## config.mk

```make
export PLATFORM = sky130hd
export DESIGN_NAME = keypad_scanner_flat
export DESIGN_NICKNAME = d
export VERILOG_FILES = /design/src/rtl/keypad_pkg.sv /design/src/rtl/keypad_scanner_if.sv /design/src/rtl/keypad_scanner_sync_2ff.sv /design/src/rtl/keypad_scanner.sv /design/src/flat_wrapper.sv
export SDC_FILE = /design/constraint.sdc
export NUM_CORES = 1
export LEC_CHECK = 0
export ABC_AREA = 0
export BUFFER_PORTS_ARGS = -buffer_cell sky130_fd_sc_hd__clkbuf_2
export CORE_MARGIN = 1.5
export CORE_UTILIZATION = 46
export DETAILED_ROUTE_END_ITERATION = 8
export MAX_ROUTING_LAYER = met4
export PLACE_DENSITY = 0.68
export SLEW_MARGIN = 20
export SYNTH_ARGS = -nofsm -noshare
export SYNTH_HDL_FRONTEND = slang
export SYNTH_SLANG_ARGS = --single-unit
```

## constraint.sdc

```tcl
create_clock -name clk -period 1.95 [get_ports clk]
set_clock_uncertainty 0.1 [all_clocks]
set_input_delay 0.2925 -clock clk [delete_from_list [all_inputs] [get_ports clk]]
set_output_delay 0.2925 -clock clk [all_outputs]
set_load 0.03 [all_outputs]
```

## src/rtl/keypad_pkg.sv

```systemverilog
// Shared types and constants for the keypad scan path.
package keypad_pkg;

  localparam int unsigned N_ROWS = 4;
  localparam int unsigned N_COLS = 4;

  typedef enum logic {SCAN, HOLD} scan_state_t;

  typedef logic [3:0] onehot4_t;

  localparam onehot4_t ROW_IDLE = 4'b1111;

  // True when exactly one bit of v is set.
  function automatic logic is_onehot4(input onehot4_t v);
    return (v != '0) && ((v & (v - 4'd1)) == '0);
  endfunction

endpackage

```

## src/rtl/keypad_scanner_if.sv

```systemverilog
// Matrix pins plus the latched key outputs of the keypad scanner.
interface keypad_scanner_if;
  import keypad_pkg::*;

  logic [N_COLS-1:0] cols_async;
  onehot4_t          rows;
  logic              key_pressed;
  onehot4_t          col_out;
  onehot4_t          row_out;

  modport master (
    input  cols_async,
    output rows,
    output key_pressed,
    output col_out,
    output row_out
  );

  modport slave (
    output cols_async,
    input  rows,
    input  key_pressed,
    input  col_out,
    input  row_out
  );

endinterface

```

## src/rtl/keypad_scanner_sync_2ff.sv

```systemverilog
// Two-flop synchronizer for an asynchronous bus, with a selectable reset value.
module sync_2ff #(
  parameter int unsigned          WIDTH     = 1,
  parameter logic [WIDTH-1:0]     RESET_VAL = '0
) (
  input  logic             clk,
  input  logic             reset,
  input  logic [WIDTH-1:0] d,
  output logic [WIDTH-1:0] q
);

  logic [WIDTH-1:0] meta;

  always_ff @(posedge clk) begin
    if (reset) begin
      meta <= RESET_VAL;
      q    <= RESET_VAL;
    end else begin
      meta <= d;
      q    <= meta;
    end
  end

endmodule

```

## src/rtl/keypad_scanner.sv

```systemverilog
// 4x4 keypad row scanner: drives one row low at a time, latches a single
// clean press, and holds it until the columns stay idle for RELEASE_CYC cycles.
module keypad_scanner
  import keypad_pkg::*;
#(
  parameter int unsigned SCAN_DIV    = 1000,
  parameter int unsigned RELEASE_CYC = 20
) (
  input  logic              clk,
  input  logic              reset,
  keypad_scanner_if.master  pins
);

  localparam int unsigned DIV_W = $clog2(SCAN_DIV);
  localparam int unsigned REL_W = $clog2(RELEASE_CYC);
  localparam int unsigned ROW_W = $clog2(N_ROWS);

  localparam logic [DIV_W-1:0] DIV_LAST = DIV_W'(SCAN_DIV - 1);
  localparam logic [REL_W-1:0] REL_LAST = REL_W'(RELEASE_CYC - 1);

  scan_state_t       state;
  logic [ROW_W-1:0]  row_idx;
  logic [DIV_W-1:0]  div_cnt;
  logic [REL_W-1:0]  rel_cnt;
  onehot4_t          col_lat;
  onehot4_t          row_lat;

  logic [N_COLS-1:0] cols_q;
  onehot4_t          cols_sync;
  onehot4_t          row_sel;
  logic              single_col;
  logic              cols_idle;
  logic              latched_hit;

  // Idle (all pulled up) reset value so nothing looks pressed out of reset.
  sync_2ff #(
    .WIDTH     (N_COLS),
    .RESET_VAL (ROW_IDLE)
  ) u_col_sync (
    .clk   (clk),
    .reset (reset),
    .d     (pins.cols_async),
    .q     (cols_q)
  );

  always_comb begin
    cols_sync   = ~cols_q;
    row_sel     = onehot4_t'(1) << row_idx;
    single_col  = is_onehot4(cols_sync);
    cols_idle   = (cols_sync == '0);
    latched_hit = |(cols_sync & col_lat);
  end

  always_ff @(posedge clk) begin
    if (reset) begin
      state   <= SCAN;
      row_idx <= '0;
      div_cnt <= '0;
      rel_cnt <= '0;
      col_lat <= '0;
      row_lat <= '0;
    end else begin
      case (state)
        SCAN: begin
          if (div_cnt == DIV_LAST) begin
            div_cnt <= '0;
            if (single_col) begin
              state   <= HOLD;
              col_lat <= cols_sync;
              row_lat <= row_sel;
            end else begin
              row_idx <= row_idx + 1'b1;
            end
          end else begin
            div_cnt <= div_cnt + 1'b1;
          end
        end
        HOLD: begin
          // Foreign columns alone neither extend nor restart the release count.
          if (cols_idle) begin
            if (rel_cnt == REL_LAST) begin
              state   <= SCAN;
              rel_cnt <= '0;
              div_cnt <= '0;
              row_idx <= row_idx + 1'b1;
            end else begin
              rel_cnt <= rel_cnt + 1'b1;
            end
          end else if (latched_hit) begin
            rel_cnt <= '0;
          end
        end
        default: state <= SCAN;
      endcase
    end
  end

  assign pins.rows        = ROW_IDLE ^ row_sel;
  assign pins.key_pressed = (state == HOLD);
  assign pins.col_out     = col_lat;
  assign pins.row_out     = row_lat;

endmodule

```

## src/flat_wrapper.sv

```systemverilog
// flat-port wrapper written by rule: the top's interface ports become plain ports
module keypad_scanner_flat import keypad_pkg::*;
#(
  parameter int unsigned SCAN_DIV    = 1000,
  parameter int unsigned RELEASE_CYC = 20
)
  (clk, reset, pins_cols_async, pins_rows, pins_key_pressed, pins_col_out, pins_row_out);
  keypad_scanner_if pins_i ();
  input  logic clk;
  input  logic reset;
  input wire logic [$bits(pins_i.cols_async)-1:0] pins_cols_async;
  output wire logic [$bits(pins_i.rows)-1:0] pins_rows;
  output wire logic [$bits(pins_i.key_pressed)-1:0] pins_key_pressed;
  output wire logic [$bits(pins_i.col_out)-1:0] pins_col_out;
  output wire logic [$bits(pins_i.row_out)-1:0] pins_row_out;
  assign pins_i.cols_async = pins_cols_async;
  assign pins_rows = pins_i.rows;
  assign pins_key_pressed = pins_i.key_pressed;
  assign pins_col_out = pins_i.col_out;
  assign pins_row_out = pins_i.row_out;
  keypad_scanner #(.SCAN_DIV(SCAN_DIV), .RELEASE_CYC(RELEASE_CYC)) u_core (.clk(clk), .reset(reset), .pins(pins_i));
endmodule
```

# ---- After elaboration in Yosys (flattened, before gate mapping)
# Index checks and enable logic that the tools add are counted.
dict set report word_totals {
  regBits 34
  inputBits 6
  output_inout_bits 13
  elab_cells 51
}
dict set report classes {
  n_addsub 4
  eq_ne 6
  shift 1
  muxes 17
  n_bitwise 5
  n_reduce_logical 10
}
# operator n
set op_table {}
lappend op_table {{$mux W10} 3}
lappend op_table {{$pmux W10 S2} 1}
lappend op_table {{$mux W5} 3}
lappend op_table {{$add A10 B1 Y10 const B} 1}
lappend op_table {{$eq A10 B10 Y1 const B} 1}
lappend op_table {{$and A4 B4 Y4} 2}
lappend op_table {{$logic_not A4 Y1} 2}
lappend op_table {{$mux W2} 4}
lappend op_table {{$not A4 Y4} 2}
lappend op_table {{$ne A2 B2 Y1 const B} 3}
lappend op_table {{$add A5 B1 Y5 const B} 1}
lappend op_table {{$eq A5 B5 Y1 const B} 1}
lappend op_table {{$mux W1} 4}
lappend op_table {{$pmux W2 S2} 1}
lappend op_table {{$reduce_and A2 Y1} 2}
lappend op_table {{$reduce_and A4 Y1} 1}
lappend op_table {{$reduce_bool A4 Y1} 1}
lappend op_table {{$reduce_or A4 Y1} 1}
lappend op_table {{$shl A1 B2 Y4 const A} 1}
lappend op_table {{$sub A4 B1 Y4 const B} 1}
lappend op_table {{$reduce_and A3 Y1} 1}
lappend op_table {{$add A2 B1 Y2 const B} 1}
lappend op_table {{$ne A2 B1 Y1 const B} 1}
lappend op_table {{$pmux W1 S2} 1}
lappend op_table {{other kinds (3)} 3}

# ---- Longest topological paths before layout
dict set report depth {
  depth_word 8
  depth_mapped 6
  depth_no_buf 6
}

# ---- Modules after synthesis
# From an unflattened synthesis, not the netlist that was laid out.
dict set report unflattened {
  cells_unflattened 174
  area_unflattened_um2 1550.2
}
# module instances cells_per_inst area_per_inst_um2 seq_area_each_um2
set modules_own_cells {}
lappend modules_own_cells {keypad_scanner 1 158 1340.0 520.5}
lappend modules_own_cells {sync_2ff 1 16 210.2 160.2}

# ---- Worst setup path before layout
# No wires, ideal clock.
dict set report synth_path {
  kind {register -> register}
  startpoint {register u_core.div_cnt[3]}
  endpoint {register u_core.row_idx[1]}
  setup_time_ps 128
  arrival_ps 1704
  t_required_ps 1722
  slack_ps 19
  stages_incl_launch_ff 7
  n_path_buf 1
  period_less_slack_ps 1931
  cell_sequence {dfxtp_1 buf_6 or3b_1 or4_1 a211o_1 mux2i_1 nor2_1}
}
dict set report synth_via {
  elab_chain_cells 3
}
# element line_no
set synth_rtl {}
lappend synth_rtl {{start: declaration} keypad_scanner.sv:23} ;# logic [DIV_W-1:0] div_cnt;
lappend synth_rtl {{start signal: assignment} keypad_scanner.sv:75} ;# div_cnt <= div_cnt + 1'b1;
lappend synth_rtl {{$eq A10 B10 Y1} keypad_scanner.sv:65} ;# if (div_cnt == DIV_LAST) begin
lappend synth_rtl {{$ne A2 B1 Y1 (no source line)} --}
lappend synth_rtl {{$reduce_and A4 Y1 (no source line)} --}
lappend synth_rtl {{end signal: assignment} keypad_scanner.sv:72} ;# row_idx <= row_idx + 1'b1;
lappend synth_rtl {{end signal: assignment} keypad_scanner.sv:85} ;# row_idx <= row_idx + 1'b1;
lappend synth_rtl {{end: declaration} keypad_scanner.sv:22} ;# logic [ROW_W-1:0] row_idx;
# Every way passes these cells.
# A chain may end at the register's enable or synchronous reset.

# ---- Final worst setup path
dict set report layout_path {
  startpoint {register u_core.rel_cnt[1]}
  endpoint {register u_core.row_idx[1]}
}
dict set report layout_via {
  elab_chain_cells 3
}
# element line_no
set layout_rtl {}
lappend layout_rtl {{start: declaration} keypad_scanner.sv:24} ;# logic [REL_W-1:0] rel_cnt;
lappend layout_rtl {{start signal: assignment} keypad_scanner.sv:87} ;# rel_cnt <= rel_cnt + 1'b1;
lappend layout_rtl {{$eq A5 B5 Y1} keypad_scanner.sv:81} ;# if (rel_cnt == REL_LAST) begin
lappend layout_rtl {{$ne A2 B2 Y1 (no source line)} --}
lappend layout_rtl {{$reduce_and A4 Y1 (no source line)} --}
# Every way passes these cells.

==> flow_summary.ini <==
[run_status]
status = completed

[clock_tree]
cts_buffers = 5
clk_pin_slew_ns = 0.11
clock-sinks = 34
cts_max_path_buffers = 2
root_buffer = clkbuf_4
htreeDepth = 2
cts_tree = done
clock_latency_ns = 0.33

[sta]
min_period_ns = 1.86
min_period_over_period = 0.953
rsz0062_at_grt = true
final-max-slew-violation-count = 0
hold_violations = 0
fin_ws_ns = 0.0924
setup_viol_count_final = 0
fmax_ghz = 0.538
worstMarginPinSlew_ns = 0.488
maxSlewHeadroom = 0.672

[routing]
via_count = 1371
postRouteAntennaNets = 0
drtIter0Drc = 28
drc = 0
avgRoutedWirePerCell_um = 12.8
wl_um = 3300
first_pass_iters = 4
viasPerCell = 5.33

[floorplanning]
fp-row-count = 21
dieWidth_um = 61.7
core_um2 = 3310
die_y_um = 61.7
die-area_um2 = 3800
start_util = 0.478
io_pins = 19

[grt]
grtUsageTotal = 0.200
use_met1 = 0.246
grt_busiest_layer = met2
gr-usage-met3 = 0.0588
overflow = 0
grt_pass1_wl_um = 5350
grt_start_max_net_pins = 28
use_met2 = 0.302
grt_pass1_vias = 1240
antenna_found_initial = 0

[synth]
dominantRegCellSynth = dfxtp_1
syn_area_per_cell_um2 = 9.10
synth_warnings = 0
synth.most_common_cell = dfxtp_1
synth_top_area_share = 0.430
ys_types = 40
seq_area_frac_synth = 0.430
synth_edf_count = 0
synthTopCellsByArea = dfxtp_1 (43%), nor2_1 (5.2%), ha_1 (4.7%)
synthCells = 174
yosys-top-cells-count = dfxtp_1 (34), nor2_1 (22), inv_1 (11)
synth_async_sr_flop_share = 0
synth_nets = 186
synth-seq-cells = 34
synth_top_area_cell = dfxtp_1
synth_area_um2 = 1580

[place]
gp_congestion = 0.848
post-place-ws_ns = 0.00887
io_buffers = 18
hpwlAfterDp_um = 2340

[min_path]
hold_path_class = input port to register

[worst_setup_path]
critPathMaxStageDelay_ns = 0.39
slowest_stage = dfxtp_2
crit_arrival_ns = 1.99
worstSetupStartpoint = u_core.rel_cnt[1]$_SDFFE_PP0P_
r2r_cells = 7
startpoint_type = register
reg2reg_setup_slack_ns = 0.09
cp-endpoint = u_core.row_idx[1]$_SDFFE_PP0P_
critPathMaxFanout = 6
criticalPathCategory = register to register
required_ns = 2.08
worstSetupEndpointType = register
cp_cell_sequence = ha_4 > nor4bb_4 > buf_4 > nand3_1 > a211o_1 > mux2i_1 > nor2_1
r2r_start = u_core.rel_cnt[1]$_SDFFE_PP0P_
rr_endpoint = u_core.row_idx[1]$_SDFFE_PP0P_

[power]
leakagePower_nw = 0.787
p_per_area_nw_per_um2 = 626
ir_worst_vdd_v = 0.000449

[cells_and_area]
drive_above_1_share = 0.289
n_antenna_cell = 0
area_delta_synth_final_pct = 22.1
fin_nets = 222
final_util = 0.584

[job]
maxCapViolCount = 0
[layout make-up]
class,instances,area [um2]
clock inverter,1,5.00
fill,309,1380
multi-input combinational,124,866
clock buffer,7,55.1
inverter,11,41.3
sequential,34,687
timing repair buffer,34,223
tap,46,57.6
[where the power goes]
part / internal (W) / switching, W / total [W] / leakage, nW
registers: 0.000706 / 0.00000902 / 0.000715 / 0.278
logic: 0.0000392 / 0.0000439 / 0.0000831 / 0.474
clock network: 0.000175 / 0.000237 / 0.000412 / 0.0353
[critical path: cells and delay by family (launching register included)]
| kind | cells | cell delay (ns) |
|---|---|---|
| fa+ha+maj | 1 | 0.17 |
| buf+inv | 1 | 0.16 |
| flops | 1 | 0.39 |
| simple gates | 3 | 0.42 |
| mux | 1 | 0.16 |
| compound gates | 1 | 0.34 |
[per-stage QoR]
step                      hold slack (ns)  power [W]  instance area (um2)  setup TNS, ns  instances
after floorplan                     0.289   0.000783                 1580              0        174
after global placement              0.292   0.000809                 1830              0        248
after detailed placement            0.292   0.000814                 1830              0        248
after CTS                          0.0249    0.00122                 1890              0        256
after global routing               0.0135    0.00126                 1930        -0.0704        257
final                              0.0357    0.00121                 1930              0        257
[metal layers]
layer	part of all wire	wire length (um)
met5	0	0
met4	0.014	45
met3	0.041	134
met2	0.47	1560
met1	0.47	1560
[layout by cell type, fill, tap and decap left out, drive strengths merged]
cell type / n
dfxtp: 34
clkbuf: 25
nor2: 22
buf: 16
inv: 11
o21ai: 11
nand3: 9
nand2: 8
or2: 8
mux2i: 7
a21oi: 6
ha: 6
o31ai: 5
nor3: 5
nand4: 4
xnor2: 4
mux2: 3
and3: 3
nand3b: 2
nor2b: 2
a22oi: 2
a41oi: 2
a311oi: 2
and4: 1
nand4bb: 1
o22ai: 1
o2bb2ai: 1
nand2b: 1
o41ai: 1
nor4bb: 1
a21boi: 1
or3b: 1
or4: 1
a2111oi: 1
a211o: 1
a31oi: 1
clkinv: 1
[worst min path at each step]
stage | start | to | slack, ns | depth (start not counted)
2_1_floorplan | u_core.u_col_sync.meta[0]$_SDFF_PP1_ | u_core.u_col_sync.q[0]$_SDFF_PP1_ | 0.29 | 1
3_3_place_gp | u_core.u_col_sync.meta[0]$_SDFF_PP1_ | u_core.u_col_sync.q[0]$_SDFF_PP1_ | 0.29 | 1
3_5_place_dp | u_core.u_col_sync.meta[3]$_SDFF_PP1_ | u_core.u_col_sync.q[3]$_SDFF_PP1_ | 0.29 | 1
4_1_cts | pins_cols_async[3] | u_core.u_col_sync.meta[3]$_SDFF_PP1_ | 0.02 | 2
5_1_grt | pins_cols_async[1] | u_core.u_col_sync.meta[1]$_SDFF_PP1_ | 0.01 | 2
6_report | pins_cols_async[3] | u_core.u_col_sync.meta[3]$_SDFF_PP1_ | 0.04 | 2
[cell families (layout without fill, tap and decap cells)]
logic type	Yosys count	count (layout)	share of synthesized area
multiplexers	10	10	0.0656
adder cells (fa/ha/maj)	6	6	0.0474
XOR/XNOR	4	4	0.0221
flip-flops	34	34	0.430
AND/OR/NAND/NOR	69	69	0.230
buffers and inverters	16	53	0.0427
AO/OA/AOI/OAI	35	35	0.163
[state kept, by name (all words and copies together) (netlist names)]
name / count
u_core.div_cnt: 10
u_core.rel_cnt: 5
u_core.pins.col_out: 4
u_core.pins.row_out: 4
u_core.u_col_sync.meta: 4
u_core.u_col_sync.q: 4
u_core.row_idx: 2
u_core.pins.key_pressed: 1
[what timing repair did]
item / in CTS / in global routing
setup buffers: 0 / 1
pin swaps: 0 / 2
resized for setup: 2 / 8
hold buffers: 0 / 0
endpoints found under the setup margin: 3 / 9
No activity file was read; power rests on OpenSTA's default activity.
